==> src/rtl/multicycle_control_v2.sv <==
// Multicycle CPU control FSM: fetch/decode/execute sequencing with memory latency and stall.
// Optional interrupt entry state enabled by defining CTRL_IRQ_EN.
module multicycle_control_v2 #(
  parameter int unsigned MEM_LAT = 1,
  parameter int unsigned TYPE_W  = 3,
  parameter int unsigned CNT_W   = 4
) (
  input  logic              clk,
  input  logic              rst,
  input  logic [TYPE_W-1:0] inst_type,
  input  logic              inst_update_flags,
  input  logic              inst_update_regfile,
  input  logic              branch_taken,
  input  logic              stall,
`ifdef CTRL_IRQ_EN
  input  logic              irq,
  output logic              irq_ack,
`endif
  output logic              ctrl_pc_en,
  output logic [1:0]        ctrl_pc_sel,
  output logic              ctrl_ir_en,
  output logic              ctrl_ir_decode,
  output logic              ctrl_fr_en,
  output logic              ctrl_regfile_we,
  output logic [1:0]        ctrl_wb_sel,
  output logic              ctrl_mem_addr,
  output logic              ctrl_mem_we,
  output logic              halted
);

  typedef enum logic [3:0] {
    StFetch    = 4'd0,
    StDecode   = 4'd1,
    StReg      = 4'd2,
    StLoadAddr = 4'd3,
    StLoadWb   = 4'd4,
    StStore    = 4'd5,
    StBranch   = 4'd6,
    StJump     = 4'd7,
    StNop      = 4'd8,
    StHalt     = 4'd9,
    StIrq      = 4'd10
  } state_e;

  localparam logic [CNT_W-1:0] LastCnt = CNT_W'(MEM_LAT - 1);

  state_e           state_q, state_d;
  logic [CNT_W-1:0] cnt_q, cnt_d;
  state_e           done_state;

  // Every instruction completion funnels through here so the interrupt hook sits in one place.
`ifdef CTRL_IRQ_EN
  assign done_state = irq ? StIrq : StFetch;
`else
  assign done_state = StFetch;
`endif

  always_comb begin
    state_d         = state_q;
    cnt_d           = cnt_q;
    ctrl_pc_en      = 1'b0;
    ctrl_pc_sel     = 2'd0;
    ctrl_ir_en      = 1'b0;
    ctrl_ir_decode  = 1'b0;
    ctrl_fr_en      = 1'b0;
    ctrl_regfile_we = 1'b0;
    ctrl_wb_sel     = 2'd0;
    ctrl_mem_addr   = 1'b0;
    ctrl_mem_we     = 1'b0;
    halted          = 1'b0;
`ifdef CTRL_IRQ_EN
    irq_ack         = 1'b0;
`endif
    case (state_q)
      StFetch: begin
        if (cnt_q == LastCnt) begin
          cnt_d   = '0;
          state_d = StDecode;
        end else begin
          cnt_d = cnt_q + CNT_W'(1);
        end
      end
      StDecode: begin
        ctrl_ir_en = 1'b1;
        case (inst_type)
          TYPE_W'(0): state_d = StReg;
          TYPE_W'(1): state_d = StLoadAddr;
          TYPE_W'(2): state_d = StStore;
          TYPE_W'(3): state_d = StBranch;
          TYPE_W'(4): state_d = StJump;
          TYPE_W'(5): state_d = StHalt;
          default:    state_d = StNop;
        endcase
      end
      StReg: begin
        ctrl_pc_en      = 1'b1;
        ctrl_fr_en      = inst_update_flags;
        ctrl_regfile_we = inst_update_regfile;
        state_d         = done_state;
      end
      StLoadAddr: begin
        ctrl_mem_addr = 1'b1;
        if (cnt_q == LastCnt) begin
          cnt_d   = '0;
          state_d = StLoadWb;
        end else begin
          cnt_d = cnt_q + CNT_W'(1);
        end
      end
      StLoadWb: begin
        ctrl_pc_en      = 1'b1;
        ctrl_ir_decode  = 1'b1;
        ctrl_fr_en      = inst_update_flags;
        ctrl_regfile_we = inst_update_regfile;
        ctrl_wb_sel     = 2'd1;
        state_d         = done_state;
      end
      StStore: begin
        ctrl_pc_en    = 1'b1;
        ctrl_mem_addr = 1'b1;
        ctrl_mem_we   = 1'b1;
        state_d       = done_state;
      end
      StBranch: begin
        ctrl_pc_en  = 1'b1;
        ctrl_pc_sel = branch_taken ? 2'd1 : 2'd0;
        state_d     = done_state;
      end
      StJump: begin
        ctrl_pc_en      = 1'b1;
        ctrl_pc_sel     = 2'd2;
        ctrl_regfile_we = inst_update_regfile;
        ctrl_wb_sel     = 2'd2;
        state_d         = done_state;
      end
      StNop: begin
        ctrl_pc_en = 1'b1;
        state_d    = done_state;
      end
      StHalt: begin
        halted = 1'b1;
      end
`ifdef CTRL_IRQ_EN
      StIrq: begin
        ctrl_pc_en      = 1'b1;
        ctrl_pc_sel     = 2'd3;
        ctrl_regfile_we = 1'b1;
        ctrl_wb_sel     = 2'd2;
        irq_ack         = 1'b1;
        state_d         = StFetch;
      end
`endif
      default: begin
        state_d = StFetch;
        cnt_d   = '0;
      end
    endcase

    // Stall freezes progress; selects stay valid so the datapath sees stable muxes.
    if (stall) begin
      state_d         = state_q;
      cnt_d           = cnt_q;
      ctrl_pc_en      = 1'b0;
      ctrl_ir_en      = 1'b0;
      ctrl_fr_en      = 1'b0;
      ctrl_regfile_we = 1'b0;
      ctrl_mem_we     = 1'b0;
`ifdef CTRL_IRQ_EN
      irq_ack         = 1'b0;
`endif
    end
  end

  always_ff @(posedge clk) begin
    if (rst) begin
      state_q <= StFetch;
      cnt_q   <= '0;
    end else begin
      state_q <= state_d;
      cnt_q   <= cnt_d;
    end
  end

endmodule

==> config.mk <==
export PLATFORM = sky130hd
export DESIGN_NAME = multicycle_control_v2
export DESIGN_NICKNAME = d
export VERILOG_FILES = /design/src/rtl/multicycle_control_v2.sv
export SDC_FILE = /design/constraint.sdc
export NUM_CORES = 1
export LEC_CHECK = 0
export ABC_AREA = 1
export CAP_MARGIN = 20
export CORE_MARGIN = 2
export CORE_UTILIZATION = 52
export CTS_BUF_LIST = sky130_fd_sc_hd__clkbuf_4
export DETAILED_ROUTE_END_ITERATION = 7
export DONT_BUFFER_PORTS = 1
export PLACE_DENSITY = 0.71
export SYNTH_ARGS = -nofsm -noshare
export SYNTH_HDL_FRONTEND = slang
export SYNTH_SLANG_ARGS = --single-unit
==> constraint.sdc <==
create_clock -name clk -period 2.85 [get_ports clk]
set_input_delay 0.57 -clock clk [delete_from_list [all_inputs] [get_ports clk]]
set_output_delay 0.57 -clock clk [all_outputs]
set_load 0.03 [all_outputs]
Word-level counts from Yosys, hierarchy flattened
Index checks and enable logic that the tools add are counted.
{ "totals": {"out_inout_bits": 12, "input_bits": 9, "regBits": 8, "elab_cells": 55} }
{ "classes": {"n_mux": 22, "eq_ne": 16, "reduce_logical": 11, "n_addsub": 1, "n_bitwise": 3} }
{ "op_table": {"columns": ["op", "count"], "rows": [
  ["$pmux W4 S6", 1],
  ["$eq A4 B3 Y1 const B", 4],
  ["$pmux W4 S4", 1],
  ["$mux W1", 14],
  ["$mux W4", 3],
  ["$eq A4 B2 Y1 const B", 2],
  ["$eq A4 B4 Y1 const B", 2],
  ["$logic_not A4 Y1", 2],
  ["$pmux W2 S2", 2],
  ["$pmux W4 S2", 1],
  ["$reduce_or A8 Y1", 1],
  ["$eq A3 B2 Y1 const B", 2],
  ["$eq A3 B3 Y1 const B", 2],
  ["$reduce_or A2 Y1", 3],
  ["$reduce_or A6 Y1", 1],
  ["$add A4 B1 Y4 const B", 1],
  ["$eq A4 B1 Y1 const B", 1],
  ["$ne A2 B2 Y1 const B", 2],
  ["$reduce_and A4 Y1", 1],
  ["$eq A3 B1 Y1 const B", 1],
  ["$logic_not A3 Y1", 1],
  ["$not A1 Y1", 3],
  ["$reduce_or A3 Y1", 1],
  ["$reduce_and A2 Y1", 1]
]} }

Depth between registers and ports, before layout
{ "depth": {"ltp_word": 4, "depth_mapped": 9, "depth_no_buf": 9} }

Worst setup path before layout
OpenSTA, ideal clock, no wires.
{ "synth_path": {"path_kind": "reg2out", "from": "register state_q[0]", "to": "output ctrl_pc_en", "required_ps": 2280, "slack_ps": 1000, "stages_incl_launch_ff": 7, "path_buffers": 0, "arrival_ps": 1280, "path_cell_list": "dfxtp_1 > inv_2 > nor2_2 > nand2_1 > nand3_1 > nor2_4 > nor2_1"} }
{ "synth_between": {"elab_chain_len": 4, "word_cells_on_any_way": 9, "cone_classes": "6 x eq/ne; 2 x mux; 1 x reduce/logical"} }
{ "synth_lines": {"columns": ["element", "line", "rtl"], "rows": [
  ["start, declared", "47", "state_e state_q, state_d;"],
  ["start signal, assigned", "176", "state_q <= StFetch;"],
  ["start signal, assigned", "179", "state_q <= state_d;"],
  ["$eq A4 B4 Y1, or another cell as far along", "74", "case (state_q)"],
  ["$reduce_or A6 Y1 (no source line) (*)", null, null],
  ["$mux W1 (*)", "74", null],
  ["$mux W1 (*)", "160", "if (stall) begin"],
  ["end, declared", "19", "output logic ctrl_pc_en,"]
]} }
Mark *: on every way between the ends. The rest lies on a longest branch, timed or not.

Worst setup path after layout
Ends and elaborated chain as after synthesis.

==> impl_metrics.toml <==
[logic_synthesis]
synth_xor_area_frac = 0.0253
ys_warn_count = 0
synth.yosys.seq_area_share = 0.231
muxShareOfSynthArea = 0
synthSimpleGateAreaFrac = 0.484
synth_cells = 117
syn_avg_cell_area_sq_um = 5.92
yosys_register_bits = 8
synth_top_family_by_area = "simple AND/OR/NAND/NOR gates"
syn-cell-area_sq_um = 693
synth-compound-area-share = 0.116
synth_adder_area_share = 0.0361
synthesis.nets = 128
synth_cell_type_count = 20

[layout]
drive_above_1_share = 0.161
diodes = 0
seq_area_sq_um = 160
multi_input_area_sq_um = 458
area_growth_pct = 4.33
n_fill_cell = 124
layout_common_cells = "34 x nand2_1, 16 x nor2_1, 14 x inv_1, 9 x nand3_1, 8 x dfxtp_1"
utilization = 0.570
nets = 131
final_common_cell = "nand2_1"

[sta]
worstMarginPinSlew_ps = 641
slew_viol_final = 0
rsz0062_at_grt = "false"
fmax_ghz = 0.438
fin_worst_skew_ps = 6.19
hold_violations = 0
fin_crit_sh = 0.802
max_slew_margin = 0.574
setup_tns_ps = 0
period_minus_slack_ps = 2280
setup_viol = 0

[setup_path]
crit_slowest_cell = "dfxtp_1"
crit_chain = "inv_2 > nor2_2 > nand2_1 > nand3_1 > nor2_4 > nor2_1"
worst-path-buf-inv = 1
critPathKind = "reg2out"
cp-end-kind = "primary output"
cp.arrival_ps = 1710
cp.required_ps = 2280
critical_path.top_delay_family = "simple AND/OR/NAND/NOR gates"
max_stage_delay_ps = 460
startpoint_type = "register"
path_max_fanout = 7

[pwr]
peakVddDrop_mv = 0.235
p_leak_nw = 0.393
total_power_mw = 0.368
p_per_area_mw_per_mm2 = 508
p_switching_mw = 0.153
pwr-share-comb = 0.392
intPower_mw = 0.215
power_frac_seq = 0.375
clkPwrFrac = 0.233
switching_share = 0.416

[min_path]
hold_path.class = "in2reg"

[detailed_routing]
drc = 0
wl_per_cell_microns = 11.4
firstDrtPassIters = 4
drtIter0Drc = 3
viasPerCell = 5.33
via_count = 709
finalWirelength_mm = 1.51
drtAntennaViolNets = 0

[die]
core.rowCount = 13
boundaryPins = 21
initial_core_util = 0.546
die_width_microns = 40.5
coreArea_sq_mm = 0.00127
die_area_sq_mm = 0.00164
die_h_microns = 40.5

[clock_tree]
clkTransAtPathRegs_ps = 60
clock_latency_ps = 250
cts_tree = "built"
ctsResizeCount = 0
root_buffer = "clkbuf_4"
clockBufferDepth = 2
cts_hold_buf = 0
clkSinkCount = 8
postCtsSetupBuffers = 0
numCtsBuffers = 3
h-tree-depth = 1

[placed_design]
port_buffers = 0
gp_congestion = 0.775
dp_hpwl_mm = 1.23

[grt]
grt_pass1_wl_mm = 2.34
overflow = 0
grt_max_degree = 9
grt_pass1_vias = 548
grt_usage = 0.221
antenna_found_initial = 0

[status]
status = "complete, no violations"

[flow_run]
max_cap_viol_count = 0
==> logic make-up after synthesis <==
family,Yosys count
adder cells (fa/ha/maj),2
buffers and inverters,19
AO/OA/AOI/OAI,14
flip-flops,8
XOR/XNOR,2
AND/OR/NAND/NOR,72
==> power groups by stage <==
stage | combinational [mW] | sequential (mW) | clock, mW
global placement | 0.142 | 0.139 | 0
floorplan | 0.122 | 0.136 | 0
CTS | 0.144 | 0.138 | 0.0904
global route | 0.163 | 0.140 | 0.0985
detailed placement | 0.144 | 0.140 | 0
finish | 0.144 | 0.138 | 0.0856
==> worst register-to-register path, stage by stage, from the launching register on <==
cell and delay [ps]:
dfxtp_1 350, nor2_2 270, nand3_2 150, inv_2 100, nand2_1 70, nand3_1 150
nand2_1 70, a21oi_1 150
==> cell usage after synthesis <==
| cell type | n | area (sq um) |
|---|---|---|
| nand3_1 | 9 | 45.0 |
| a21oi_2 | 2 | 17.5 |
| dfxtp_1 | 8 | 160 |
| buf_4 | 1 | 7.51 |
| buf_1 | 1 | 3.75 |
| a21oi_1 | 7 | 35.0 |
| o21bai_1 | 1 | 7.51 |
| o21ai_0 | 3 | 15.0 |
| inv_2 | 3 | 11.3 |
| ha_1 | 2 | 25.0 |
| nor2_1 | 16 | 60.1 |
| nor2_2 | 3 | 18.8 |
| nand3_2 | 3 | 30.0 |
| inv_1 | 14 | 52.6 |
| nand4_1 | 2 | 12.5 |
| xor2_1 | 2 | 17.5 |
| nand2_2 | 3 | 18.8 |
| nand2_1 | 34 | 128 |
| o21ai_1 | 1 | 5.00 |
| nor2_4 | 2 | 22.5 |
==> path summary, 6_finish.rpt <==
check             startpoint         end  slack, ps  cells past startpoint
setup / recovery  state_q[0]  ctrl_pc_en        570                      6
hold / removal           rst  state_q[1]        380                      1
setup reg to reg  state_q[2]  state_q[0]       1450                      7
hold reg to reg     cnt_q[2]    cnt_q[2]        520                      2
==> sequential cells by signal (all words and copies together) (netlist names) <==
signal / cells
state_q: 4
cnt_q: 4
==> routing by layer <==
layer  share of wire  up-vias  track usage
li1                -      370            -
met1            0.50      318        0.284
met2            0.46       19        0.333
met3           0.038        2       0.0611
met4          0.0092        0        0.108
met5               0        -            0
==> cell type report <==
cell class	count	area share
Multi-Input combinational cell	90	0.633
Tap cell	15	0.0260
Clock buffer	3	0.0311
Inverter	17	0.0882
Sequential cell	8	0.221
==> stage by stage <==
step | setup WS [ps] | cells | instance area, sq um | hold WS, ps
final | 565 | 133 | 723 | 376
after global routing | 412 | 133 | 723 | 359
after floorplan | 1000 | 117 | 693 | 464
after CTS | 560 | 133 | 723 | 366
after global placement | 861 | 130 | 701 | 489
after detailed placement | 839 | 130 | 701 | 507
No activity file was read; power rests on OpenSTA's default activity.
